<file path="src/rtl/alu_serial32.sv">
// Bit-serial ALU: add/sub/and/or processed one bit per clock, LSB first,
// with a valid/ready request side and a valid/ready result side.
module alu_serial32 #(
    parameter int WIDTH = 32
) (
    input  logic             clk,
    input  logic             reset,
    input  logic             in_valid,
    output logic             in_ready,
    input  logic [WIDTH-1:0] a,
    input  logic [WIDTH-1:0] b,
    input  logic [1:0]       ALUcontrol,
    output logic             out_valid,
    input  logic             out_ready,
    output logic [WIDTH-1:0] result,
    output logic             Z,
    output logic             N,
    output logic             C,
    output logic             V
);

    localparam int CW = $clog2(WIDTH);
    localparam logic [CW-1:0] LAST_BIT = CW'(WIDTH - 1);

    typedef enum logic [1:0] {
        IDLE = 2'b00,
        RUN  = 2'b01,
        DONE = 2'b10
    } state_t;

    function automatic logic maj3(input logic x, input logic y, input logic z);
        return (x & y) | (x & z) | (y & z);
    endfunction

    state_t           r_state;
    state_t           w_state_nxt;
    logic [WIDTH-1:0] r_a;
    logic [WIDTH-1:0] r_b;
    logic [WIDTH-1:0] r_acc;
    logic [1:0]       r_op;
    logic [CW-1:0]    r_cnt;
    logic             r_carry;
    logic             r_in_ready;
    logic             r_out_valid;
    logic             r_z;
    logic             r_n;
    logic             r_c;
    logic             r_v;

    logic             w_accept;
    logic             w_last;
    logic             w_arith;
    logic             w_b_bit;
    logic             w_sum;
    logic             w_cout;
    logic             w_bit;
    logic [WIDTH-1:0] w_acc_nxt;

    assign w_accept  = (r_state == IDLE) && in_valid;
    assign w_last    = (r_state == RUN) && (r_cnt == LAST_BIT);
    assign w_arith   = ~r_op[1];
    // Subtraction is a + ~b + 1: the +1 comes from the carry seeded at accept.
    assign w_b_bit   = w_arith ? (r_b[0] ^ r_op[0]) : r_b[0];
    assign w_sum     = r_a[0] ^ w_b_bit ^ r_carry;
    assign w_cout    = maj3(r_a[0], w_b_bit, r_carry);
    assign w_acc_nxt = {w_bit, r_acc[WIDTH-1:1]};

    // Select the result bit produced this cycle by the latched opcode.
    always_comb begin
        w_bit = 1'b0;
        case (r_op)
            2'b00:   w_bit = w_sum;
            2'b01:   w_bit = w_sum;
            2'b10:   w_bit = r_a[0] & r_b[0];
            2'b11:   w_bit = r_a[0] | r_b[0];
            default: w_bit = 1'b0;
        endcase
    end

    // Next-state logic for the request/compute/hold-result sequence.
    always_comb begin
        w_state_nxt = r_state;
        case (r_state)
            IDLE: begin
                if (in_valid) w_state_nxt = RUN;
                else          w_state_nxt = IDLE;
            end
            RUN: begin
                if (w_last) w_state_nxt = DONE;
                else        w_state_nxt = RUN;
            end
            DONE: begin
                if (out_ready) w_state_nxt = IDLE;
                else           w_state_nxt = DONE;
            end
            default: w_state_nxt = IDLE;
        endcase
    end

    // State register with registered handshake outputs decoded from next state.
    always_ff @(posedge clk) begin
        if (reset) begin
            r_state     <= IDLE;
            r_in_ready  <= 1'b1;
            r_out_valid <= 1'b0;
        end else begin
            r_state     <= w_state_nxt;
            r_in_ready  <= (w_state_nxt == IDLE);
            r_out_valid <= (w_state_nxt == DONE);
        end
    end

    // Operand shifters, bit counter, carry chain, result accumulator and flags.
    always_ff @(posedge clk) begin
        if (reset) begin
            r_a     <= '0;
            r_b     <= '0;
            r_acc   <= '0;
            r_op    <= 2'b00;
            r_cnt   <= '0;
            r_carry <= 1'b0;
            r_z     <= 1'b0;
            r_n     <= 1'b0;
            r_c     <= 1'b0;
            r_v     <= 1'b0;
        end else if (w_accept) begin
            r_a     <= a;
            r_b     <= b;
            r_op    <= ALUcontrol;
            r_cnt   <= '0;
            r_carry <= ALUcontrol[0];
        end else if (r_state == RUN) begin
            r_a     <= r_a >> 1;
            r_b     <= r_b >> 1;
            r_acc   <= w_acc_nxt;
            r_cnt   <= r_cnt + CW'(1);
            r_carry <= w_cout;
            // On the MSB cycle r_a[0]/w_b_bit are the operand sign bits.
            if (w_last) begin
                r_z <= (w_acc_nxt == '0);
                r_n <= w_bit;
                r_c <= w_arith & w_cout;
                r_v <= w_arith & (r_a[0] == w_b_bit) & (w_sum != r_a[0]);
            end
        end
    end

    assign in_ready  = r_in_ready;
    assign out_valid = r_out_valid;
    assign result    = r_acc;
    assign Z         = r_z;
    assign N         = r_n;
    assign C         = r_c;
    assign V         = r_v;

endmodule

</file>
<file path="config.mk">
export PLATFORM = sky130hd
export DESIGN_NAME = alu_serial32
export DESIGN_NICKNAME = d
export VERILOG_FILES = /design/src/rtl/alu_serial32.sv
export SDC_FILE = /design/constraint.sdc
export NUM_CORES = 1
export LEC_CHECK = 0
export CAP_MARGIN = 40
export CORE_MARGIN = 4
export CORE_UTILIZATION = 54
export DETAILED_ROUTE_END_ITERATION = 6
export PLACE_DENSITY = 0.88
export SLEW_MARGIN = 5
export SYNTH_ARGS = -nofsm -noshare
export SYNTH_HDL_FRONTEND = slang
export SYNTH_SLANG_ARGS = --single-unit
</file>
<file path="constraint.sdc">
create_clock -name clk -period 3.45 [get_ports clk]
set_input_delay 0.5175 -clock clk [delete_from_list [all_inputs] [get_ports clk]]
set_output_delay 0.5175 -clock clk [all_outputs]
set_load 0.05 [all_outputs]
</file>
======== Yosys cells after proc, flatten, opt, wreduce, memory -nomap -nowiden ========
Cells that the tools add are included.
cells by class
  bitwise gates (word level) .............. 15
  reductions and logical operators ........ 11
  equality and inequality tests ........... 9
  muxes and demuxes ....................... 12
  $add $sub $neg .......................... 1
operators with widths
  kind                                                  number
  2-to-1 mux 32 bit                                     4
  zero test 32 bit                                      1
  equality test 2 bit (second input constant)           4
  bitwise AND 1 bit                                     7
  zero test 2 bit                                       3
  case mux 2 bit (3 select lines)                       1
  adder 5 x 1 -> 5 bit (second input constant)          1
  equality test 5 bit (second input constant)           1
  equality test 2 x 1 -> 1 bit (second input constant)  2
  2-to-1 mux 1 bit                                      4
  2-to-1 mux 2 bit                                      2
  OR reduction 2 bit                                    2
  OR 1 bit                                              3
  case mux 1 bit (3 select lines)                       1
  AND reduction 3 bit                                   1
  bitwise XOR 1 bit                                     3
  logical AND 1 bit                                     2
  NOT 1 bit                                             2
  AND reduction 2 bit                                   1
  nonzero test 2 bit                                    1
  equality test 1 bit                                   1
  inequality test 1 bit                                 1
word-level totals
  register bits after elaboration ......... 112
  input port bits ......................... 70
  word-level logic and storage cells ...... 61

======== Depth between registers and ports, before layout ========
Gate-level depths: netlist of run 1.
  depth after elaboration ................. 7
  gate-level depth with buffers ........... 8
  depth with buffers taken out ............ 8

======== Least setup slack after synthesis of run 1 ========
No wires, ideal clock.
  path type ............................... reg-to-reg
  start ................................... reg r_op[1]
  end ..................................... reg r_z, in the netlist Z
  setup slack ............................. 1.445 ns
  clock period less this slack ............ 2.005 ns
  data arrival time ....................... 1.946 ns
  cell stages (with the launch flop) ...... 9
  data required time ...................... 3.391 ns
  cells stage by stage .................... dfxtp_1 nand2b_1 xnor2_1 inv_1 fa_1 nor2b_1 a31oi_1 or4_1 nand2_1
between the ends
  longest elaborated chain between the ends .. 5
  elaborated cells on any way between the ends .. 10
RTL lines
  element                            RTL line  RTL
  start, declared                    40        logic [1:0] r_op;
  start signal, assigned             129       r_op <= ALUcontrol;
  2-to-1 mux 1 bit                   63        assign w_b_bit = w_arith ? (r_b[0] ^ r_op[0]) : r_b[0];
  bitwise XOR 1 bit (2 in series)    64        assign w_sum = r_a[0] ^ w_b_bit ^ r_carry;
  case mux 1 bit (3 select lines) *  71        case (r_op)
  zero test 32 bit *                 140       r_z <= (w_acc_nxt == '0);
  end signal, assigned               140
  end, declared                      45        logic r_z;
Every way passes the cells marked *; elsewhere a longest branch is shown, timed or not.
A chain may end at the register's enable or synchronous reset.

======== Worst setup path in the final report of run 1 ========
Same ends and word-level chain as after synthesis.

==> results of run 1 <==
[layer usage]
layer  share of wire (%)  wire (um)  up-vias  GRT usage, %
li1                    -          -     1958             -
met1                  43       4400     1831          25.3
met2                  50       5150      114          35.2
met3                 6.3        651       10          5.74
met4                 1.0        105        0          5.28
met5                   0          0        -             0
[cells in the mapped netlist (2+ instances only)]
cell type    n
dfxtp_1    112
a211oi_1    62
mux2i_1     67
nor2_1      71
xnor2_1      2
a21oi_1     38
buf_6        5
a22oi_1      2
nor3_1       5
o21ai_0      2
nand4_1      3
nor4_1       8
nand2_1     70
clkbuf_1    22
inv_1        4
xor2_1       3
buf_2       12
ha_1         3
nand2b_1     2
or4_1        2
[layout make-up]
class,instances,share of cell area (%)
inverter,4,0.252
clock inverter,5,1.03
multi-input combinational,353,36.9
timing repair buffer,113,19.5
tap,105,2.20
clock buffer,11,2.54
sequential,112,37.6
[registers in the layout, summed over array words and instances (netlist names), 2 cells and up]
signal,cells
r_a,32
r_b,32
r_cnt,5
r_op,2
r_state,2
result,32
[metrics by stage]
step	hold WS, ns	instance area [um^2]
detailed placement	0.446	5760
floorplan	0.432	4650
CTS	0.461	5970
global route	0.493	5970
finish	0.460	5970
global placement	0.439	5700
[how the worst min path moves through the flow]
stage | end | depth (start not counted) | from
floorplan | r_carry | 2 | r_carry
global placement | r_carry | 2 | r_carry
detailed placement | r_carry | 2 | r_carry
CTS | r_carry | 2 | r_carry
global route | V | 2 | V
finish | r_carry | 2 | r_carry
[power by group through the flow]
stage | Clock [uW] | Sequential, uW | Combinational [uW]
2_1_floorplan | 0 | 1440 | 271
3_3_place_gp | 0 | 1440 | 383
3_5_place_dp | 0 | 1450 | 408
4_1_cts | 832 | 1420 | 410
5_1_grt | 883 | 1430 | 451
6_report | 810 | 1420 | 407
[cells by family (layout without fill, tap and decap cells)]
| kind of cell | Yosys count | after routing | synth area share (%) |
|---|---|---|---|
| fa+ha+maj | 4 | 4 | 1.24 |
| simple gates | 172 | 172 | 15.7 |
| compound gates | 105 | 105 | 14.8 |
| xor+xnor | 5 | 5 | 0.941 |
| mux | 67 | 67 | 14.4 |
| flops | 112 | 112 | 48.2 |
| buf+inv | 44 | 133 | 4.76 |
[worst reg2reg max path, stage by stage (launching register included)]
cell      delay (ns)
dfxtp_1         0.37
nand2b_1        0.18
xnor2_1         0.22
inv_1           0.09
fa_1            0.52
nor2b_1         0.15
a31oi_1         0.07
or4_1           0.53
nand2_1         0.09
==> flow_summary_export.csv, run 1 <==
group,metric,value,unit
critical_path,rr_worst_depth,8,
logic_synthesis,ys_seq_elements,112,
pwr,leakage,0.00224,uW
clocking,cts_resized,0,
routing,drt_iter0_drc,186,
critical_path,end_kind,"flip-flop",
logic_synthesis,synth-async-reset-ratio,0,%
timing,finalMaxSlewViolations,0,
pwr,p_sw,679,uW
routing,wl_per_cell,14.7,um
routing,wirelength,10.3,mm
pwr,power,2640,uW
logic_synthesis,avgSynthCellArea,9.14,um^2
routing,drc,0,
global_routing,grt_pass1_vias,3744,
global_routing,grt_usage,20.5,%
timing,fmax,0.445,GHz
clocking,cts_htree_levels,3,
logic_synthesis,yosys-top-cells-area,"dfxtp_1 (48%), mux2i_1 (14%), a211oi_1 (10%)",
final_layout,antenna_cells,0,
timing,setup_viol,0,
pwr,vdd.ir_drop.worst,0.219,mV
worst_hold_path,hold_path.class,"reg -> reg",
routing,viasPerCell,5.57,
place,portBuffers,107,
critical_path,crit_end,"Z",
pwr,powerDensity,442,nW/um^2
critical_path,crit_fanout,6,
critical_path,worst_r2r_endpoint,"Z",
die,die-area,10200,um^2
routing,ant_nets,0,
pwr,p_int,1960,uW
global_routing,grt_pass1_wl,17.1,mm
global_routing,antenna_found_initial,0,
routing,firstDrtPassIters,5,
clocking,insertion_delay,0.36,ns
critical_path,path_buf_inv,1,
pwr,switching_share,25.7,%
critical_path,crit_type,"reg -> reg",
place,dpl_worst_slack,1.23,ns
die,std_cell_rows,33,
final_layout,multi_input_area,2200,um^2
final_layout,fill_cells,619,
critical_path,max_stage_delay,0.52,ns
place,dp_hpwl,7.32,mm
clocking,cts_hold_buf,0,
clocking,numCtsBuffers,9,
clocking,cts_tree,"built",
die,die_w,101,um
pwr,p_clk_share,30.7,%
logic_synthesis,syn_area,4650,um^2
place,gp_congestion,0.754,
clocking,numClockSinks,112,
final_layout,instances_no_fill,703,
final_layout,area_growth,28.3,%
critical_path,cp.arrival,2.56,ns
logic_synthesis,synth-edff-count,0,
die,die_h,101,um
final_layout,final_util,71.9,%
pwr,p_comb_share,15.4,%
flow_run,cap_violations,0,
final_layout,nets,667,
critical_path,critical_path_depth,8,
timing,tns,0,ns
timing,rsz0062_at_grt,"no",
timing,fin_crit,2.25,ns
timing,hold_viol_final,0,
critical_path,r2r_start,"r_op[1]",
logic_synthesis,yosysWarnings,0,
global_routing,grt_start_max_net_pins,76,
critical_path,critPathLaunch,"r_op[1]",
logic_synthesis,ys.flop_type,"dfxtp_1",
final_layout,drive_above_1_share,4.68,%
logic_synthesis,synth_top_area_share,48.2,%
final_layout,layout_common_cells,"dfxtp_1 (112), clkdlybuf4s50_1 (106), nor2_1 (71)",
timing,maxSlewHeadroom,54.0,%
global_routing,grt_overflow_total,0,
critical_path,r2r_slack,1.20,ns
critical_path,cp.required,3.76,ns
logic_synthesis,synth_cell_types,34,
final_layout,layout_commonest_cell,"dfxtp_1",
clocking,root_buffer,"clkbuf_8",
die,core,8300,um^2
clocking,cts_buffer_depth,2,
logic_synthesis,mappedNetlistNets,583,
die,start_util,56.1,%
pwr,seq_power_share,53.8,%
critical_path,cp_top_family,"simple AND/OR/NAND/NOR gates",
run_status,status,"completed",
timing,clock_skew,0.00936,ns
routing,vias,3913,
die,io_pins,108,
timing,setup_slack,1.20,ns
critical_path,crit_chain,"nand2b_1, xnor2_1, inv_1, fa_1, nor2b_1, a31oi_1, or4_1, nand2_1",
final_layout,register_area,2240,um^2
place,dp.cells,687,
critical_path,crit_path_top_delay_cell,"fa_1",
logic_synthesis,seq_area_frac_synth,48.2,%
timing,worst_pin_slew,0.690,ns
clocking,cts_setup_buffers,0,
logic_synthesis,syn_inst,509,
clocking,clk_pin_slew,0.10,ns
critical_path,startpoint_type,"flip-flop",
timing,timing.final.crit_share,65.1,%
logic_synthesis,yosys.area.top_type,"dfxtp_1",
No activity file was read; power rests on OpenSTA's default activity.
==> run 2: changes to the inputs <==
--- a/config.mk
+++ b/config.mk
@@ -7,9 +7,9 @@
 export LEC_CHECK = 0
 export CAP_MARGIN = 40
 export CORE_MARGIN = 4
-export CORE_UTILIZATION = 54
+export CORE_UTILIZATION = 45
 export DETAILED_ROUTE_END_ITERATION = 6
-export PLACE_DENSITY = 0.88
+export PLACE_DENSITY = 0.79
 export SLEW_MARGIN = 5
 export SYNTH_ARGS = -nofsm -noshare
 export SYNTH_HDL_FRONTEND = slang
==> constraint.sdc (replaced) <==
create_clock -name clk -period 1.9 [get_ports clk]
set_input_delay 0.285 -clock clk [delete_from_list [all_inputs] [get_ports clk]]
set_output_delay 0.285 -clock clk [all_outputs]
set_load 0.05 [all_outputs]
==> flow_summary_export.csv, run 2 (synthesized netlist as in run 1, its figures left out) <==
group,metric,value,unit
routing,wirelength,10.5,mm
place,dp_hpwl,7.38,mm
critical_path,end_kind,"flip-flop",
timing,clock_skew,0.0110,ns
routing,vias,3908,
timing,setup_slack,0.00785,ns
routing,viasPerCell,5.22,
global_routing,grt_pass1_vias,3675,
die,start_util,47.0,%
clocking,cts_tree,"built",
pwr,switching_share,27.4,%
timing,hold_slack,0.308,ns
timing,worst_pin_slew,0.523,ns
worst_hold_path,hold_path.class,"in -> reg",
timing,fmax,0.528,GHz
pwr,p_comb_share,17.5,%
final_layout,area_growth,34.6,%
final_layout,multi_input_area,2230,um^2
clocking,cts_htree_levels,3,
routing,drt_iter0_drc,180,
timing,hold_viol_final,0,
clocking,insertion_delay,0.37,ns
pwr,seq_power_share,53.8,%
critical_path,crit_path_top_delay_cell,"fa_1",
die,die_w,110,um
die,io_pins,108,
die,die-area,12000,um^2
timing,rsz0062_at_grt,"yes",
timing,timing.final.crit_share,99.6,%
timing,setup_viol,0,
clocking,cts_buffer_depth,2,
final_layout,fill_cells,823,
critical_path,startpoint_type,"flip-flop",
place,dpl_worst_slack,-0.0275,ns
final_layout,layout_commonest_cell,"dfxtp_1",
critical_path,max_stage_delay,0.50,ns
pwr,powerDensity,763,nW/um^2
global_routing,grt_pass1_wl,16.7,mm
final_layout,drive_above_1_share,8.60,%
place,gp_congestion,0.720,
critical_path,crit_chain,"nand2b_4, xnor2_4, inv_2, fa_1, nor2b_1, a31oi_1, or4_1, nand2_1",
routing,ant_nets,0,
timing,maxSlewHeadroom,65.1,%
die,std_cell_rows,36,
critical_path,cp.arrival,2.21,ns
pwr,vdd.ir_drop.worst,0.452,mV
critical_path,crit_fanout,2,
run_status,status,"completed",
global_routing,grt_start_max_net_pins,112,
place,place_area,5990,um^2
final_layout,register_area,2240,um^2
final_layout,fin_area,6260,um^2
pwr,p_clk_share,28.6,%
die,core,9910,um^2
global_routing,antenna_found_initial,0,
global_routing,grt_usage,17.2,%
flow_run,cap_violations,0,
routing,firstDrtPassIters,4,
clocking,numCtsBuffers,9,
timing,finalMaxSlewViolations,0,
place,portBuffers,107,
pwr,p_int,3470,uW
critical_path,crit_type,"reg -> reg",
pwr,power,4780,uW
final_layout,layout_common_cells,"dfxtp_1 (111), clkdlybuf4s50_1 (76), nor2_1 (71)",
routing,drc,0,
clocking,clk_pin_slew,0.10,ns
clocking,numClockSinks,112,
routing,wl_per_cell,14.0,um
final_layout,antenna_cells,0,
die,die_h,110,um
clocking,root_buffer,"clkbuf_8",
global_routing,grt_overflow_total,0,
timing,fin_crit,1.89,ns
pwr,p_sw,1310,uW
pwr,leakage,0.00281,uW
final_layout,nets,685,
critical_path,cp.required,2.21,ns
## run 2: cell count changes in the layout (fill, tap and decap cells not counted), moves of 5 or more
cell             delta
buf_12              +8
clkdlybuf4s50_1    -30
buf_4              +13
dlygate4sd2_1       +5
dlymetal6s2s_1     +24
## run 2: routing by layer
| metal | GRT usage [%] | wire (um) |
|---|---|---|
| met1 | 22.1 | 4670 |
| met2 | 28.7 | 5030 |
| met3 | 4.29 | 714 |
| met4 | 4.99 | 99 |
| met5 | 0 | 0 |
## run 2: through the flow
stage	TNS, ns	utilization, %	cells
floorplan	0	-	509
global placement	0	60.5	732
detailed placement	-0.0507	60.5	732
CTS	0	62.3	748
global route	-0.269	63.2	749
finish	0	63.2	749
## run 2: cell type report
class                      instances  area share [%]
clock buffer                      10            2.20
tap                              133            2.66
timing repair buffer             131            22.6
sequential                       112            35.8
multi-input combinational        353            35.7
inverter                           4           0.240
clock inverter                     6           0.819
## run 2: worst paths after layout
| path | startpoint | to | slack, ns | cells past startpoint |
|---|---|---|---|---|
| hold / removal | reset | Z | 0.31 | 5 |
| hold reg to reg | r_carry | r_carry | 0.46 | 2 |
| setup reg to reg | r_op[1] | Z | 0.008 | 8 |
| setup / recovery | r_op[1] | Z | 0.008 | 8 |
## run 2: repair_timing
item | in CTS | in global routing
pin swaps | 3 | 0
resized for setup | 5 | 28
setup buffers | 0 | 1
endpoints found under the setup margin | 8 | 28
hold buffers | 0 | 0
## run 2: power groups by stage
stage | clock network (uW) | registers [uW] | logic [uW]
detailed placement | 0 | 2620 | 827
finish | 1370 | 2570 | 837
global route | 1490 | 2590 | 917
floorplan | 0 | 2620 | 496
global placement | 0 | 2620 | 800
CTS | 1410 | 2570 | 831
## run 2: worst max-delay path: cells and delay by family, from the launching register on
family	cells	cell delay [ns]
adders and majority gates	1	0.50
buffers and inverters	1	0.05
AOI/OAI and AO/OA	1	0.06
and+or+nand+nor	4	0.74
xor gates and xnor gates	1	0.15
DFF	1	0.33
